[src/rtl/memory_unit_pkg.sv]
// rtl/memory_unit_pkg.sv - shared widths, loader states and bus-select codes
package memory_unit_pkg;

  localparam int ADDR_W_DEF = 4;
  localparam int DATA_W_DEF = 8;

  // Loader FSM states
  typedef enum logic [1:0] {
    ST_IDLE = 2'd0,
    ST_LOAD = 2'd1,
    ST_DONE = 2'd2
  } load_state_e;

  // Bus mux select codes; memory_unit drives mem_out when BUS_MEMORY is selected
  typedef enum logic [2:0] {
    BUS_NONE   = 3'd0,
    BUS_PC     = 3'd1,
    BUS_REG_A  = 3'd2,
    BUS_ALU    = 3'd3,
    BUS_REG_B  = 3'd4,
    BUS_MEMORY = 3'd5,
    BUS_IR     = 3'd6
  } bus_sel_e;

endpackage

[src/rtl/memory_unit_if.sv]
// rtl/memory_unit_if.sv - CPU bus and program-loader signals of the memory unit
interface memory_unit_if
  import memory_unit_pkg::*;
#(
  parameter int ADDR_W = ADDR_W_DEF,
  parameter int DATA_W = DATA_W_DEF
) ();

  logic [DATA_W-1:0] bus_in;
  logic              memory_in;
  logic              ram_in;
  logic [DATA_W-1:0] mem_out;
  logic [ADDR_W-1:0] mar_q;

  logic              prog_mode;
  logic              load_valid;
  logic [DATA_W-1:0] load_data;
  logic              load_last;
  logic              load_ready;
  logic              load_done;
  logic [ADDR_W:0]   load_count;
  logic              cpu_hold;

  // Control unit / loader side
  modport master (
    output bus_in, memory_in, ram_in, prog_mode, load_valid, load_data, load_last,
    input  mem_out, mar_q, load_ready, load_done, load_count, cpu_hold
  );

  // Memory unit side
  modport slave (
    input  bus_in, memory_in, ram_in, prog_mode, load_valid, load_data, load_last,
    output mem_out, mar_q, load_ready, load_done, load_count, cpu_hold
  );

endinterface

[src/rtl/memory_unit_cpu_ram.sv]
// rtl/memory_unit_cpu_ram.sv - RAM with one write port and one asynchronous read port
module cpu_ram
  import memory_unit_pkg::*;
#(
  parameter int ADDR_W = ADDR_W_DEF,
  parameter int DATA_W = DATA_W_DEF
) (
  input  logic              clk,
  input  logic              we,
  input  logic [ADDR_W-1:0] waddr,
  input  logic [DATA_W-1:0] wdata,
  input  logic [ADDR_W-1:0] raddr,
  output logic [DATA_W-1:0] rdata
);

  logic [DATA_W-1:0] mem [1 << ADDR_W];

  // Contents are never reset so a loaded program survives a CPU reset
  always_ff @(posedge clk) begin
    if (we) begin
      mem[waddr] <= wdata;
    end
  end

  assign rdata = mem[raddr];

endmodule

[src/rtl/memory_unit.sv]
// rtl/memory_unit.sv - MAR, program loader FSM and RAM write-address mux
module memory_unit
  import memory_unit_pkg::*;
#(
  parameter int ADDR_W = ADDR_W_DEF,
  parameter int DATA_W = DATA_W_DEF
) (
  input logic          clock,
  input logic          bReset_n,
  memory_unit_if.slave mem_if
);

  localparam int              DEPTH     = 1 << ADDR_W;
  localparam logic [ADDR_W:0] COUNT_MAX = (ADDR_W + 1)'(DEPTH);
  localparam logic [ADDR_W-1:0] PTR_TOP = '1;

  load_state_e       state_q, state_d;
  logic [ADDR_W-1:0] mar_q, mar_d;
  logic [ADDR_W-1:0] load_ptr_q, load_ptr_d;
  logic [ADDR_W:0]   load_count_q, load_count_d;
  logic              run_q, run_d;

  logic              accept;
  logic              cpu_we;
  logic              ram_we;
  logic [ADDR_W-1:0] ram_waddr;
  logic [DATA_W-1:0] ram_wdata;

  // Next-state logic; run_q is low for the edge at which reset is released, so that edge changes nothing
  always_comb begin
    state_d      = state_q;
    mar_d        = mar_q;
    load_ptr_d   = load_ptr_q;
    load_count_d = load_count_q;
    run_d        = 1'b1;
    accept       = 1'b0;
    cpu_we       = 1'b0;
    if (run_q) begin
      case (state_q)
        ST_IDLE: begin
          if (mem_if.memory_in) begin
            mar_d = mem_if.bus_in[ADDR_W-1:0];
          end
          cpu_we = mem_if.ram_in;
          if (mem_if.prog_mode) begin
            state_d      = ST_LOAD;
            load_ptr_d   = '0;
            load_count_d = '0;
          end
        end
        ST_LOAD: begin
          if (!mem_if.prog_mode) begin
            state_d = ST_IDLE;
            mar_d   = '0;
          end else if (mem_if.load_valid) begin
            accept     = 1'b1;
            load_ptr_d = load_ptr_q + 1'b1;
            if (load_count_q != COUNT_MAX) begin
              load_count_d = load_count_q + 1'b1;
            end
            if (mem_if.load_last || load_ptr_q == PTR_TOP) begin
              state_d = ST_DONE;
            end
          end
        end
        ST_DONE: begin
          if (!mem_if.prog_mode) begin
            state_d = ST_IDLE;
            mar_d   = '0;
          end
        end
        default: state_d = ST_IDLE;
      endcase
    end
  end

  // State registers with asynchronous clear; RAM is deliberately excluded
  always_ff @(posedge clock or negedge bReset_n) begin
    if (!bReset_n) begin
      state_q      <= ST_IDLE;
      mar_q        <= '0;
      load_ptr_q   <= '0;
      load_count_q <= '0;
      run_q        <= 1'b0;
    end else begin
      state_q      <= state_d;
      mar_q        <= mar_d;
      load_ptr_q   <= load_ptr_d;
      load_count_q <= load_count_d;
      run_q        <= run_d;
    end
  end

  // The loader owns the write port while loading; otherwise the CPU writes through MAR
  always_comb begin
    ram_we    = accept | cpu_we;
    ram_waddr = (state_q == ST_LOAD) ? load_ptr_q : mar_q;
    ram_wdata = (state_q == ST_LOAD) ? mem_if.load_data : mem_if.bus_in;
  end

  cpu_ram #(
    .ADDR_W (ADDR_W),
    .DATA_W (DATA_W)
  ) u_ram (
    .clk   (clock),
    .we    (ram_we),
    .waddr (ram_waddr),
    .wdata (ram_wdata),
    .raddr (mar_q),
    .rdata (mem_if.mem_out)
  );

  assign mem_if.mar_q      = mar_q;
  assign mem_if.load_ready = (state_q == ST_LOAD);
  assign mem_if.load_done  = (state_q == ST_DONE);
  assign mem_if.load_count = load_count_q;
  assign mem_if.cpu_hold   = (state_q != ST_IDLE);

endmodule

[src/flat_wrapper.sv]
// flat-port wrapper written by rule: the top's interface ports become plain ports
module memory_unit_flat import memory_unit_pkg::*;
#(
  parameter int ADDR_W = ADDR_W_DEF,
  parameter int DATA_W = DATA_W_DEF
)
  (clock, bReset_n, mem_if_bus_in, mem_if_memory_in, mem_if_ram_in, mem_if_prog_mode, mem_if_load_valid, mem_if_load_data, mem_if_load_last, mem_if_mem_out, mem_if_mar_q, mem_if_load_ready, mem_if_load_done, mem_if_load_count, mem_if_cpu_hold);
  memory_unit_if #(.ADDR_W(ADDR_W), .DATA_W(DATA_W)) mem_if_i ();
  input logic clock;
  input logic bReset_n;
  input wire logic [$bits(mem_if_i.bus_in)-1:0] mem_if_bus_in;
  input wire logic [$bits(mem_if_i.memory_in)-1:0] mem_if_memory_in;
  input wire logic [$bits(mem_if_i.ram_in)-1:0] mem_if_ram_in;
  input wire logic [$bits(mem_if_i.prog_mode)-1:0] mem_if_prog_mode;
  input wire logic [$bits(mem_if_i.load_valid)-1:0] mem_if_load_valid;
  input wire logic [$bits(mem_if_i.load_data)-1:0] mem_if_load_data;
  input wire logic [$bits(mem_if_i.load_last)-1:0] mem_if_load_last;
  output wire logic [$bits(mem_if_i.mem_out)-1:0] mem_if_mem_out;
  output wire logic [$bits(mem_if_i.mar_q)-1:0] mem_if_mar_q;
  output wire logic [$bits(mem_if_i.load_ready)-1:0] mem_if_load_ready;
  output wire logic [$bits(mem_if_i.load_done)-1:0] mem_if_load_done;
  output wire logic [$bits(mem_if_i.load_count)-1:0] mem_if_load_count;
  output wire logic [$bits(mem_if_i.cpu_hold)-1:0] mem_if_cpu_hold;
  assign mem_if_i.bus_in = mem_if_bus_in;
  assign mem_if_i.memory_in = mem_if_memory_in;
  assign mem_if_i.ram_in = mem_if_ram_in;
  assign mem_if_i.prog_mode = mem_if_prog_mode;
  assign mem_if_i.load_valid = mem_if_load_valid;
  assign mem_if_i.load_data = mem_if_load_data;
  assign mem_if_i.load_last = mem_if_load_last;
  assign mem_if_mem_out = mem_if_i.mem_out;
  assign mem_if_mar_q = mem_if_i.mar_q;
  assign mem_if_load_ready = mem_if_i.load_ready;
  assign mem_if_load_done = mem_if_i.load_done;
  assign mem_if_load_count = mem_if_i.load_count;
  assign mem_if_cpu_hold = mem_if_i.cpu_hold;
  memory_unit #(.ADDR_W(ADDR_W), .DATA_W(DATA_W)) u_core (.clock(clock), .bReset_n(bReset_n), .mem_if(mem_if_i));
endmodule
[config.mk]
export PLATFORM = sky130hd
export DESIGN_NAME = memory_unit_flat
export DESIGN_NICKNAME = d
export VERILOG_FILES = /design/src/rtl/memory_unit_pkg.sv /design/src/rtl/memory_unit_if.sv /design/src/rtl/memory_unit_cpu_ram.sv /design/src/rtl/memory_unit.sv /design/src/flat_wrapper.sv
export SDC_FILE = /design/constraint.sdc
export NUM_CORES = 1
export LEC_CHECK = 0
export ABC_AREA = 1
export ABC_CLOCK_PERIOD_IN_PS = 1900
export CELL_PAD_IN_SITES_DETAIL_PLACEMENT = 0
export CELL_PAD_IN_SITES_GLOBAL_PLACEMENT = 2
export CORE_MARGIN = 5
export CORE_UTILIZATION = 34
export DETAILED_ROUTE_END_ITERATION = 7
export PLACE_DENSITY_LB_ADDON = 0.1
export SETUP_SLACK_MARGIN = 0.4
export SYNTH_ARGS = -nofsm -noshare
export SYNTH_HDL_FRONTEND = slang
export SYNTH_SLANG_ARGS = --single-unit
export TNS_END_PERCENT = 20
[constraint.sdc]
create_clock -name clock -period 1.9 [get_ports clock]
set_input_delay 0.38 -clock clock [delete_from_list [all_inputs] [get_ports clock]]
set_output_delay 0.38 -clock clock [all_outputs]
set_load 0.1 [all_outputs]
==> flow_summary.toml <==
[critical_path]
crit_required_ns = 1.52
r2r_slack_ns = -0.02
crit_fanout = 8
r2r_end = "u_core.u_ram.mem[8][0]"
timing.rr.start = "u_core.state_q[1]"
worst-setup-path-type = "register to output port"
r2r_cells = 9
crit_buf_inv = 4
crit_end = "mem_if_mem_out[3]"
setup.worst_path.start = "u_core.mem_if.mar_q[0]"
critPathCaptureType = "output port"
critical_path.max_stage_delay_ns = 0.49
worst_path_most_repeated_cell = "buf_12"
path_depth = 10
start_kind = "register"
cpMaxStageDelayCell = "dfrtp_2"
cp_top_family = "buffers and inverters"
worstPathArrival_ns = 1.92
cp_cell_sequence = "inv_8, buf_12, buf_12, nand2_2, nand2_2, nand2_1, nand3_2, nand3_2, nand2_4, buf_12"

[routing]
ant_nets = 0
drc = 0
vias = 5110
routedWlPerCell_um = 18.8
viasPerCell = 4.71
drt_iter0_markers = 300
wirelength_mm = 20.3
drtPass1Iterations = 5

[yosys]
post_synth.cell_area_avg_um2 = 9.56
synthesis.area_um2 = 6700
synthTopCellsByArea = "edfxtp_1 57%, nand2_1 13%, nand3_1 7.9%, inv_1 6.2%, dfrtp_1 6.0%"
yosysWarnings = 0
yosys.area_share.simple_pct = 24.4
synth_top_family_by_area = "simple AND/OR/NAND/NOR gates"
synthAdderAreaFrac_pct = 1.31
muxShareOfSynthArea_pct = 0
ys_seq_area_share_pct = 63.3
synth-compound-area-share_pct = 2.00
ys_ff_latch = 144
synth_fp_nets = 731
synth.distinct_cells = 28
synth_top_area_cell = "edfxtp_1"
synth_top_area_share_pct = 57.4
synthXorXnorAreaFrac_pct = 0
synth_cells = 701

[global_routing]
overflow = 0
antenna_found_initial = 0
grt_pass1_vias = 5040
grt_usage_pct = 17.9
grt_max_degree = 32
grt_pass1_wl_mm = 29.4

[status]
violations = "negative setup slack"
status = "complete, but fails checks"

[placed_design]
io_buffers = 42
gp_congestion = 0.776
detailed_place_hpwl_mm = 12.7
dp_worst_setup_slack_ns = -0.288

[power]
power.leakage_nw = 4.16
ir_worst_vdd_v = 0.000910
swShare_pct = 41.6
p_clk_share_pct = 22.1
switching_power_mw = 7.20
power_frac_seq_pct = 24.4
p_int_mw = 10.1
power_frac_comb_pct = 53.5
power.density_nw_per_um2 = 1730

[clock_network]
cts_buffers = 17
cts_hold_buf = 0
cts_tree = "yes"
root_buffer = "clkbuf_16"
cts_num_sinks = 144
cts_max_path_buffers = 2
clock_latency_ns = 0.42
path_clk_slew_ns = 0.06
htreeDepth = 4

[sta]
period_minus_slack_ns = 2.30
hold_viol_final = 0
clock.fmax_mhz = 434
worst_slack_ns = -0.404
report.final.slew_viol_count = 0
setup_viol = 60
skew_ns = 0.00866
rsz0062_at_grt = "yes"
finalCritPeriodShare_pct = 121
timing.hold.ws_ns = 0.306

[floorplan]
initial_core_util_pct = 34.4
io_pins = 43
die_h_um = 150
dieArea_um2 = 22600
rows = 51
core-area_um2 = 19500
die-width_um = 150

[final_layout]
drive_gt1_share_pct = 33.5
final_util_pct = 51.2
area_growth_pct = 48.7
mostFrequentLayoutCells = "199 x nand2_1, 128 x edfxtp_1, 107 x inv_1"
fin_nets = 837
n_antenna_cell = 0
final_common_cell = "nand2_1"
nFillCells = 1729

[min_path]
hold_path_class = "input pin to asynchronous set/reset pin"

[job]
drv_cap = 0
==> cell type report <==
class / count / area [um2] / area share, %
clock buffer: 17 / 425 / 4.27
clock inverter: 15 / 256 / 2.57
inverter: 118 / 459 / 4.61
multi-input combinational: 411 / 2570 / 25.8
sequential: 144 / 4260 / 42.8
tap: 265 / 332 / 3.33
timing repair buffer: 115 / 1660 / 16.7
==> worst min-delay path by stage <==
stage	end	slack, ns	cells after the start
global route	u_core.mem_if.mar_q[0]	0.31	2
detailed placement	u_core.load_ptr_q[3]	0.54	2
global placement	u_core.load_ptr_q[3]	0.53	2
finish	u_core.mem_if.mar_q[0]	0.31	2
CTS	u_core.mem_if.mar_q[1]	0.30	2
floorplan	u_core.load_ptr_q[0]	0.08	0
==> synth_stat cells <==
library cell	count
nand2_1	237
inv_2	7
buf_6	1
o21ai_1	2
nor3b_1	1
buf_2	16
nand2_2	2
nor2_2	1
nand3b_1	2
o21ai_4	1
inv_1	111
a21oi_1	3
clkbuf_1	4
or2_4	1
o211ai_1	1
dfrtp_1	16
o21ai_0	12
ha_1	7
buf_4	6
nand4_1	5
conb_1	1
nand3_1	106
buf_1	1
nor2_1	22
nand3_2	5
a21oi_4	1
o21ai_2	1
edfxtp_1	128
==> flip-flops by register name, summed over array words and instances (netlist names) <==
| signal | count |
|---|---|
| u_core.u_ram.mem | 128 |
| u_core.run_q | 1 |
| u_core.mem_if.mar_q | 4 |
| u_core.state_q | 2 |
| u_core.mem_if.load_count | 5 |
| u_core.load_ptr_q | 4 |
==> worst register-to-register path, delay by kind of cell, from the launching register on <==
family                     cells  cell delay, ns
and+or+nand+nor                4            0.58
adders and majority gates      1            0.19
AOI/OAI and AO/OA              1            0.15
DFF                            1            0.38
buffers and inverters          3            0.29
==> power by group through the flow <==
| stage | sequential (mW) | clock [mW] | combinational (mW) |
|---|---|---|---|
| 2_1_floorplan | 4.57 | 0 | 4.09 |
| 3_3_place_gp | 4.24 | 0 | 7.55 |
| 3_5_place_dp | 4.25 | 0 | 7.56 |
| 4_1_cts | 4.21 | 3.87 | 8.70 |
| 5_1_grt | 4.24 | 4.01 | 9.75 |
| 6_report | 4.22 | 3.82 | 9.25 |
==> logic make-up after synthesis <==
| kind of cell | count (synthesis) |
|---|---|
| AND/OR/NAND/NOR | 382 |
| buffers and inverters | 146 |
| flip-flops | 144 |
| AO/OA/AOI/OAI | 21 |
| adder cells (fa/ha/maj) | 7 |
| other | 1 |
==> what timing repair did <==
item,CTS,global route
setup buffers,9,5
pin swaps,27,39
resized for setup,105,61
gates cloned,5,5
endpoints found under the setup margin,288,286
==> metal layers <==
metal  part of all wire (%)  GRT usage (%)  wire length, um  up-vias
li1                       -              -                -     2480
met1                     45           23.4             9170     2526
met2                     51           31.0            10400       89
met3                    2.8           2.71              572       15
met4                   0.93           4.80              190        0
met5                      0              0                0        -
==> per-stage QoR <==
step                      total power, mW  instance area (um2)  TNS [ns]  instances
after floorplan                      8.66                 6940    -18.84        701
after global placement               11.8                 8270    -31.67       1029
after detailed placement             11.8                 8270    -34.38       1029
after CTS                            16.8                 9570     -4.02       1075
after global routing                 18.0                 9960    -12.38       1085
final                                17.3                 9960     -3.44       1085
No activity file was read; power rests on OpenSTA's default activity.
